--- src/rtl/mem_access_stage_if.sv ---
// rtl/mem_access_stage_if.sv - req/ack data-memory port between the memory stage and data memory
interface mem_access_stage_if;
    logic        dmem_req;
    logic        dmem_we;
    logic [63:0] dmem_addr;
    logic [63:0] dmem_wdata;
    logic [63:0] dmem_rdata;
    logic        dmem_ack;

    modport master (
        output dmem_req,
        output dmem_we,
        output dmem_addr,
        output dmem_wdata,
        input  dmem_rdata,
        input  dmem_ack
    );

    modport slave (
        input  dmem_req,
        input  dmem_we,
        input  dmem_addr,
        input  dmem_wdata,
        output dmem_rdata,
        output dmem_ack
    );
endinterface

--- src/rtl/mem_access_stage.sv ---
// rtl/mem_access_stage.sv - pipeline memory stage: 64-bit ld/sd over req/ack with timeout and writeback register
module mem_access_stage #(
    parameter int TIMEOUT = 16,
    parameter int CNT_W   = 5
) (
    input  logic                clk,
    input  logic                reset,
    input  logic                ex_valid,
    input  logic [63:0]         alu_result,
    input  logic [63:0]         read_data2,
    input  logic                MemRead,
    input  logic                MemWrite,
    input  logic                MemtoReg,
    input  logic                RegWrite,
    input  logic [4:0]          rd,
    output logic                stall,
    mem_access_stage_if.master  dmem,
    output logic                wb_valid,
    output logic [63:0]         wb_data,
    output logic [4:0]          wb_rd,
    output logic                wb_regwrite,
    output logic                mem_fault
);

    typedef enum logic {
        IDLE   = 1'b0,
        ACCESS = 1'b1
    } state_t;

    state_t             state_q, state_d;
    logic [CNT_W-1:0]   cnt_q, cnt_d;
    logic               req_q, req_d;
    logic               we_q, we_d;
    logic [63:0]        addr_q, addr_d;
    logic [63:0]        wdata_q, wdata_d;
    logic [4:0]         rd_lat_q, rd_lat_d;
    logic               regwrite_lat_q, regwrite_lat_d;
    logic               memtoreg_q, memtoreg_d;
    logic               wb_valid_q, wb_valid_d;
    logic [63:0]        wb_data_q, wb_data_d;
    logic [4:0]         wb_rd_q, wb_rd_d;
    logic               wb_regwrite_q, wb_regwrite_d;
    logic               mem_fault_q, mem_fault_d;

    logic               is_mem;
    logic               bad_op;

    // A memory op is illegal if both directions are requested or the address is not doubleword aligned.
    assign is_mem = MemRead | MemWrite;
    assign bad_op = (MemRead & MemWrite) | (is_mem & (alu_result[2:0] != 3'b000));

    always_comb begin
        state_d        = state_q;
        cnt_d          = cnt_q;
        req_d          = req_q;
        we_d           = we_q;
        addr_d         = addr_q;
        wdata_d        = wdata_q;
        rd_lat_d       = rd_lat_q;
        regwrite_lat_d = regwrite_lat_q;
        memtoreg_d     = memtoreg_q;
        wb_valid_d     = 1'b0;
        wb_data_d      = wb_data_q;
        wb_rd_d        = wb_rd_q;
        wb_regwrite_d  = wb_regwrite_q;
        mem_fault_d    = mem_fault_q;

        case (state_q)
            IDLE: begin
                if (ex_valid) begin
                    if (!is_mem) begin
                        wb_valid_d    = 1'b1;
                        wb_data_d     = alu_result;
                        wb_rd_d       = rd;
                        wb_regwrite_d = RegWrite;
                        mem_fault_d   = 1'b0;
                    end else if (bad_op) begin
                        wb_valid_d    = 1'b1;
                        wb_data_d     = alu_result;
                        wb_rd_d       = rd;
                        wb_regwrite_d = 1'b0;
                        mem_fault_d   = 1'b1;
                    end else begin
                        addr_d         = alu_result;
                        wdata_d        = read_data2;
                        we_d           = MemWrite;
                        rd_lat_d       = rd;
                        regwrite_lat_d = RegWrite;
                        memtoreg_d     = MemtoReg;
                        req_d          = 1'b1;
                        cnt_d          = '0;
                        state_d        = ACCESS;
                    end
                end
            end

            ACCESS: begin
                // Ack takes priority over the timeout when both land in the same cycle.
                if (dmem.dmem_ack) begin
                    req_d         = 1'b0;
                    wb_valid_d    = 1'b1;
                    wb_data_d     = memtoreg_q ? dmem.dmem_rdata : addr_q;
                    wb_rd_d       = rd_lat_q;
                    wb_regwrite_d = regwrite_lat_q & ~we_q;
                    mem_fault_d   = 1'b0;
                    state_d       = IDLE;
                end else if (cnt_q == CNT_W'(TIMEOUT - 1)) begin
                    req_d         = 1'b0;
                    wb_valid_d    = 1'b1;
                    wb_data_d     = addr_q;
                    wb_rd_d       = rd_lat_q;
                    wb_regwrite_d = 1'b0;
                    mem_fault_d   = 1'b1;
                    state_d       = IDLE;
                end else begin
                    cnt_d = cnt_q + CNT_W'(1);
                end
            end

            default: begin
                state_d = IDLE;
                req_d   = 1'b0;
            end
        endcase
    end

    always_ff @(posedge clk) begin
        if (reset) begin
            state_q        <= IDLE;
            cnt_q          <= '0;
            req_q          <= 1'b0;
            we_q           <= 1'b0;
            addr_q         <= '0;
            wdata_q        <= '0;
            rd_lat_q       <= '0;
            regwrite_lat_q <= 1'b0;
            memtoreg_q     <= 1'b0;
            wb_valid_q     <= 1'b0;
            wb_data_q      <= '0;
            wb_rd_q        <= '0;
            wb_regwrite_q  <= 1'b0;
            mem_fault_q    <= 1'b0;
        end else begin
            state_q        <= state_d;
            cnt_q          <= cnt_d;
            req_q          <= req_d;
            we_q           <= we_d;
            addr_q         <= addr_d;
            wdata_q        <= wdata_d;
            rd_lat_q       <= rd_lat_d;
            regwrite_lat_q <= regwrite_lat_d;
            memtoreg_q     <= memtoreg_d;
            wb_valid_q     <= wb_valid_d;
            wb_data_q      <= wb_data_d;
            wb_rd_q        <= wb_rd_d;
            wb_regwrite_q  <= wb_regwrite_d;
            mem_fault_q    <= mem_fault_d;
        end
    end

    assign stall           = (state_q == ACCESS);
    assign dmem.dmem_req   = req_q;
    assign dmem.dmem_we    = we_q;
    assign dmem.dmem_addr  = addr_q;
    assign dmem.dmem_wdata = wdata_q;
    assign wb_valid        = wb_valid_q;
    assign wb_data         = wb_data_q;
    assign wb_rd           = wb_rd_q;
    assign wb_regwrite     = wb_regwrite_q;
    assign mem_fault       = mem_fault_q;

endmodule

--- src/flat_wrapper.sv ---
// flat-port wrapper written by rule: the top's interface ports become plain ports
module mem_access_stage_flat 
#(
    parameter int TIMEOUT = 16,
    parameter int CNT_W   = 5
)
  (clk, reset, ex_valid, alu_result, read_data2, MemRead, MemWrite, MemtoReg, RegWrite, rd, stall, wb_valid, wb_data, wb_rd, wb_regwrite, mem_fault, dmem_dmem_req, dmem_dmem_we, dmem_dmem_addr, dmem_dmem_wdata, dmem_dmem_rdata, dmem_dmem_ack);
  mem_access_stage_if dmem_i ();
  input  logic clk;
  input  logic reset;
  input  logic ex_valid;
  input  logic [63:0] alu_result;
  input  logic [63:0] read_data2;
  input  logic MemRead;
  input  logic MemWrite;
  input  logic MemtoReg;
  input  logic RegWrite;
  input  logic [4:0] rd;
  output logic stall;
  output logic wb_valid;
  output logic [63:0] wb_data;
  output logic [4:0] wb_rd;
  output logic wb_regwrite;
  output logic mem_fault;
  output wire logic [$bits(dmem_i.dmem_req)-1:0] dmem_dmem_req;
  output wire logic [$bits(dmem_i.dmem_we)-1:0] dmem_dmem_we;
  output wire logic [$bits(dmem_i.dmem_addr)-1:0] dmem_dmem_addr;
  output wire logic [$bits(dmem_i.dmem_wdata)-1:0] dmem_dmem_wdata;
  input wire logic [$bits(dmem_i.dmem_rdata)-1:0] dmem_dmem_rdata;
  input wire logic [$bits(dmem_i.dmem_ack)-1:0] dmem_dmem_ack;
  assign dmem_dmem_req = dmem_i.dmem_req;
  assign dmem_dmem_we = dmem_i.dmem_we;
  assign dmem_dmem_addr = dmem_i.dmem_addr;
  assign dmem_dmem_wdata = dmem_i.dmem_wdata;
  assign dmem_i.dmem_rdata = dmem_dmem_rdata;
  assign dmem_i.dmem_ack = dmem_dmem_ack;
  mem_access_stage #(.TIMEOUT(TIMEOUT), .CNT_W(CNT_W)) u_core (.clk(clk), .reset(reset), .ex_valid(ex_valid), .alu_result(alu_result), .read_data2(read_data2), .MemRead(MemRead), .MemWrite(MemWrite), .MemtoReg(MemtoReg), .RegWrite(RegWrite), .rd(rd), .stall(stall), .dmem(dmem_i), .wb_valid(wb_valid), .wb_data(wb_data), .wb_rd(wb_rd), .wb_regwrite(wb_regwrite), .mem_fault(mem_fault));
endmodule
--- config.mk ---
export PLATFORM = sky130hd
export DESIGN_NAME = mem_access_stage_flat
export DESIGN_NICKNAME = d
export VERILOG_FILES = /design/src/rtl/mem_access_stage_if.sv /design/src/rtl/mem_access_stage.sv /design/src/flat_wrapper.sv
export SDC_FILE = /design/constraint.sdc
export NUM_CORES = 1
export LEC_CHECK = 0
export ABC_AREA = 0
export CORE_ASPECT_RATIO = 0.7
export CORE_MARGIN = 2
export CORE_UTILIZATION = 40
export CTS_BUF_LIST = sky130_fd_sc_hd__clkbuf_4 sky130_fd_sc_hd__clkbuf_8 sky130_fd_sc_hd__clkbuf_16
export CTS_CLUSTER_DIAMETER = 200
export CTS_CLUSTER_SIZE = 24
export DETAILED_ROUTE_END_ITERATION = 8
export GPL_TIMING_DRIVEN = 0
export HOLD_SLACK_MARGIN = 0.15
export PLACE_DENSITY = 0.77
export SLEW_MARGIN = 20
export SYNTH_ARGS = -nofsm -noshare
export SYNTH_HDL_FRONTEND = slang
export SYNTH_SLANG_ARGS = --single-unit
--- constraint.sdc ---
create_clock -name clk -period 2.1 [get_ports clk]
set_input_delay 0.315 -clock clk [delete_from_list [all_inputs] [get_ports clk]]
set_output_delay 0.315 -clock clk [all_outputs]
set_load 0.03 [all_outputs]
After elaboration in Yosys (flattened, before gate mapping)
Cells that the tools add are included.

operators by class
  add/subtract/negate cells = 1
  multiplexer cells = 48
  eq/ne operators = 8
  bitwise logic cells = 8
  reduce and logical (&&, ||, !) cells = 5

operators with widths
  cell                                                 count
  two-way mux 64 bit                                   6
  one-hot mux 64 bit (2 select lines)                  1
  two-way mux 5 bit                                    10
  two-way mux 1 bit                                    24
  one-hot mux 5 bit (2 select lines)                   2
  one-hot mux 1 bit (2 select lines)                   5
  != test 2 bit, second input constant                 4
  AND reduction 4 bit                                  2
  != test 3 bit, second input constant                 2
  adder 5 x 1 -> 5 bit, second input constant          1
  equality test 5 x 4 -> 1 bit, second input constant  1
  AND reduction 5 bit                                  1
  bitwise AND 1 bit                                    3
  NOT 1 bit                                            3
  AND reduction 3 bit                                  1
  nonzero test 3 bit                                   1
  != test 2 x 1 -> 1 bit, second input constant        1
  OR 1 bit                                             2

word-level totals
  flip-flop bits (word level) = 215

Logic depth before layout (Yosys ltp)
Gate-level depths: netlist of the first run.

  word-level depth = 7
  mapped depth = 7
  depth with buffers taken out = 6

Least setup slack after synthesis of the first run
OpenSTA, ideal clock, no wires.

  path type = register to register
  from = register u_core.cnt_q[0]
  to = register u_core.cnt_q[2]
  arrival = 1.913 ns
  path slack = 0.113 ns
  stages on the path, launching flop included = 8
  cell sequence = dfxtp_1 ha_1 and3_1 ha_1 or3b_1 clkbuf_1 or4_1 o21ai_0

on the way
  longest elaborated chain between the ends = 4
  elaborated cells between the ends (all ways) = 7
  classes of those cells = add/sub (1); eq/ne (2); mux (3); reduce/logical (1)

RTL lines
  element                             RTL line                 source
  from (decl)                         mem_access_stage.sv:31   logic [CNT_W-1:0] cnt_q, cnt_d;
  from (signal assigned)              mem_access_stage.sv:145  cnt_q <= cnt_d;
  adder 5 x 1 -> 5 bit                mem_access_stage.sv:116  cnt_d = cnt_q + CNT_W'(1);
  two-way mux 5 bit                   mem_access_stage.sv:107  end else if (cnt_q == CNT_W'(TIMEOUT - 1)) begin
  two-way mux 5 bit                   mem_access_stage.sv:99   if (dmem.dmem_ack) begin
  one-hot mux 5 bit (2 select lines)  mem_access_stage.sv:68   case (state_q)

Parallel ways exist; a longest one is shown, timed or not. The select of a mux whose other input is x is not followed.
A chain may end at the register's enable or synchronous reset.

Worst setup path in the final report of the first run
  from = register u_core.state_q, in the netlist u_core.stall
  to = register u_core.wdata_q[10], in the netlist u_core.dmem.dmem_wdata[10]

on the way
  longest elaborated chain between the ends = 2

RTL lines
  element                        RTL line                 source
  from (decl)                    mem_access_stage.sv:30   state_t state_q, state_d;
  from (signal assigned)         mem_access_stage.sv:144  state_q <= state_d;
  NOT 1 bit (no line)            -
  AND reduction 4 bit (no line)  -
  to (signal assigned)           mem_access_stage.sv:149  wdata_q <= wdata_d;
  to (decl)                      mem_access_stage.sv:35   logic [63:0] wdata_q, wdata_d;

Every way passes these cells.

==> results.toml, run 1 <==
[status]
status = "finished, final reports clean"

[global_route]
gr-total-overflow = 0
gr-usage-met3_pct = 4.63
busiest_layer = "met2"
gr-usage-met1_pct = 45.6
grt_pass1_wl_mm = 68.1
grt_pass1_vias = 11600
grt.total_usage_pct = 31.2
use_met2_pct = 46.3
grt_max_degree = 25
antenna_found_initial = 3

[critical_path]
worstPathArrival_ns = 2.39
end_kind = "flip-flop"
rrSetupSlack_ns = 0.06
regToRegStartpoint = "u_core.stall"
reg2reg_depth = 7
worstPathRequired_ns = 2.46
cp-start-kind = "flip-flop"
critical_path_class = "flip-flop to flip-flop"
path_max_fanout = 10
startpoint = "u_core.stall"
r2r_end = "u_core.dmem.dmem_wdata[10]"

[clock_tree]
htreeDepth = 1
cts_sinks = 215
cts_max_path_buffers = 3
insertion_delay_ns = 0.48
cts_tree = "built"
cts_buffers = 12
clockRootBuffer = "clkbuf_16"
cts.clk_slew.worst_paths_ns = 0.10

[floorplan]
die_w_um = 198
core_um2 = 25700
start_util_pct = 40.7
ios = 408
dieArea_um2 = 27600
die_h_um = 140
floorplan.rows = 49

[place]
gp_congestion = 0.907
post-place-ws_ns = -1.07
placed_cells = 1920
dp_hpwl_mm = 33.5
port_buffers = 406

[detailed_routing]
vias = 12300
ant_nets = 0
drt_iter0_drc = 1114
dr.pass1.iters = 5
finalWirelength_mm = 45.5
drc = 0
vias_per_cell = 6.35
wl_per_cell_um = 23.4

[synth]
synth-seq-cells = 215
synth_nets = 1389
synthFlopType = "dfxtp_1"
yosysSeqAreaShare_pct = 41.0
netlist_instances = 1182
postSynth.asyncResetShare_pct = 0
syn_area_um2 = 10500
synth_cell_type_count = 44
synth_edf_count = 0
yosys_warnings = 0
synth.avg_cell_area_um2 = 8.88

[finish]
fillers = 2225
nets = 1817
area_growth_pct = 50.6
layout_commonest_cell = "clkdlybuf4s50_1"
final_cell_mix = "clkdlybuf4s50_1, dfxtp_1, nand4_1"
finalNonFillerCells = 1944
drive_gt1_share_pct = 9.01

[pwr]
power.total_w = 0.00886
p_leak_nw = 5.23
power_density_nw_per_um2 = 561
max-vdd-ir-drop_v = 0.000414

[sta]
fin_setup_tns_ns = 0
hold_violations = 0
hold_ws_ns = 0.392
rsz0062_at_grt = "yes"
relSlewSlack_pct = 47.8
setup_ws_ns = 0.0644
setup_violations = 0
post-route-period-util_pct = 96.9
fin_crit_ns = 2.04
slew_violations = 0
clock.fmax_ghz = 0.491
tightestPinTransition_ns = 0.782
skew_ns = 0.0163

[worst_hold_path]
min_path_cells = 3
min_to = "u_core.dmem.dmem_wdata[9]"
hp-class = "input port to flip-flop"
min_from = "read_data2[9]"

[run]
maxCapViolCount = 0
logic make-up after synthesis:
logic type	share of synthesized area (%)
adder cells (fa/ha/maj)	0.238
flip-flops	41.0
multiplexers	1.20
AND/OR/NAND/NOR	20.7
buffers and inverters	8.98
XOR/XNOR	0.310
AO/OA/AOI/OAI	27.5
per-layer routing:
metal  wire [um]  vias up
met5           0        -
li1            -     5552
met2       19600      716
met4        1730        0
met3        3870      111
met1       20300     5958
registers in the layout, indices dropped and copies added, names as in the netlist:
signal                  cells
u_core.regwrite_lat_q       1
u_core.stall                1
u_core.dmem.dmem_req        1
u_core.cnt_q                5
u_core.memtoreg_q           1
u_core.rd_lat_q             5
u_core.mem_fault            1
u_core.dmem.dmem_we         1
u_core.dmem.dmem_addr      64
u_core.wb_data             64
u_core.wb_regwrite          1
u_core.wb_rd                5
u_core.dmem.dmem_wdata     64
u_core.wb_valid             1
worst max-delay path, cell delays in order, from the launching register on:
cell and delay (ns):
dfxtp_1 0.32, buf_2 0.19, or4_1 0.44, buf_6 0.19
buf_4 0.20, clkbuf_4 0.22, o31ai_1 0.26, a21oi_1 0.10
repair_timing:
item / CTS / global route
setup endpoints to repair: 208 / 168
hold buffers: 0 / 0
pin swaps: 4 / 2
cloned: 1 / 0
resized for setup: 43 / 91
setup buffers: 6 / 1
worst max path at each step:
| stage | to | slack [ns] | depth (start not counted) |
|---|---|---|---|
| 2_1_floorplan | u_core.cnt_q[2] | 0.11 | 7 |
| 3_3_place_gp | u_core.wb_data[29] | -1.49 | 5 |
| 3_5_place_dp | u_core.wb_data[63] | -1.07 | 6 |
| 4_1_cts | u_core.wb_data[37] | 0.002 | 6 |
| 5_1_grt | u_core.wb_data[4] | -0.02 | 6 |
| 6_report | u_core.dmem.dmem_wdata[10] | 0.06 | 7 |
synth_stat cells (2+ instances only):
cell type | number | share of area, %
and4_1 | 61 | 5.1
a32o_1 | 3 | 0.29
buf_2 | 33 | 1.6
o31ai_1 | 132 | 9.4
or4_1 | 3 | 0.21
nand4_1 | 135 | 8.1
dfxtp_1 | 215 | 41
ha_1 | 2 | 0.24
a21oi_1 | 134 | 6.4
o21ai_0 | 5 | 0.24
clkbuf_1 | 137 | 4.9
and3_1 | 4 | 0.24
mux2_2 | 5 | 0.54
o211ai_1 | 5 | 0.36
and3b_1 | 61 | 5.1
nand3_1 | 4 | 0.19
nand2_1 | 18 | 0.64
a311oi_1 | 61 | 5.1
o32ai_1 | 62 | 5.2
nor3_1 | 2 | 0.095
inv_1 | 64 | 2.3
nand3b_1 | 3 | 0.21
buf_1 | 4 | 0.14
nor2_1 | 3 | 0.11
mux2i_1 | 7 | 0.67
where the power goes:
part / internal [W] / total, W / leakage (nW) / switching [W]
combinational: 0.000841 / 0.00202 / 3.32 / 0.00118
clock: 0.00113 / 0.00254 / 0.165 / 0.00141
sequential: 0.00421 / 0.00429 / 1.75 / 0.0000861
through the flow:
| step | util [%] | cell area (um^2) |
|---|---|---|
| floorplan | - | 10500 |
| global placement | 58.1 | 15000 |
| detailed placement | 58.2 | 15000 |
| CTS | 60.2 | 15500 |
| global route | 61.3 | 15800 |
| finish | 61.3 | 15800 |
area by class of cell:
class                           instances  area [um^2]  area share [%]
Antenna cell                            3         7.51          0.0475
Clock buffer                           14          333            2.11
Sequential cell                       215         4310            27.3
Timing Repair Buffer                  415         4160            26.3
Multi-Input combinational cell        727         5530            35.0
Buffer                                173          805            5.09
Tap cell                              331          414            2.62
Inverter                               66          248            1.57
No activity file was read; power rests on OpenSTA's default activity.
==> inputs of run 2 (changes only) <==
--- a/config.mk
+++ b/config.mk
@@ -6,6 +6,7 @@
 export NUM_CORES = 1
 export LEC_CHECK = 0
 export ABC_AREA = 0
+export CAP_MARGIN = 20
 export CORE_ASPECT_RATIO = 0.7
 export CORE_MARGIN = 2
 export CORE_UTILIZATION = 40
==> results of run 2 <==
No change in the layout: final DEF, timing and power equal those of run 1.
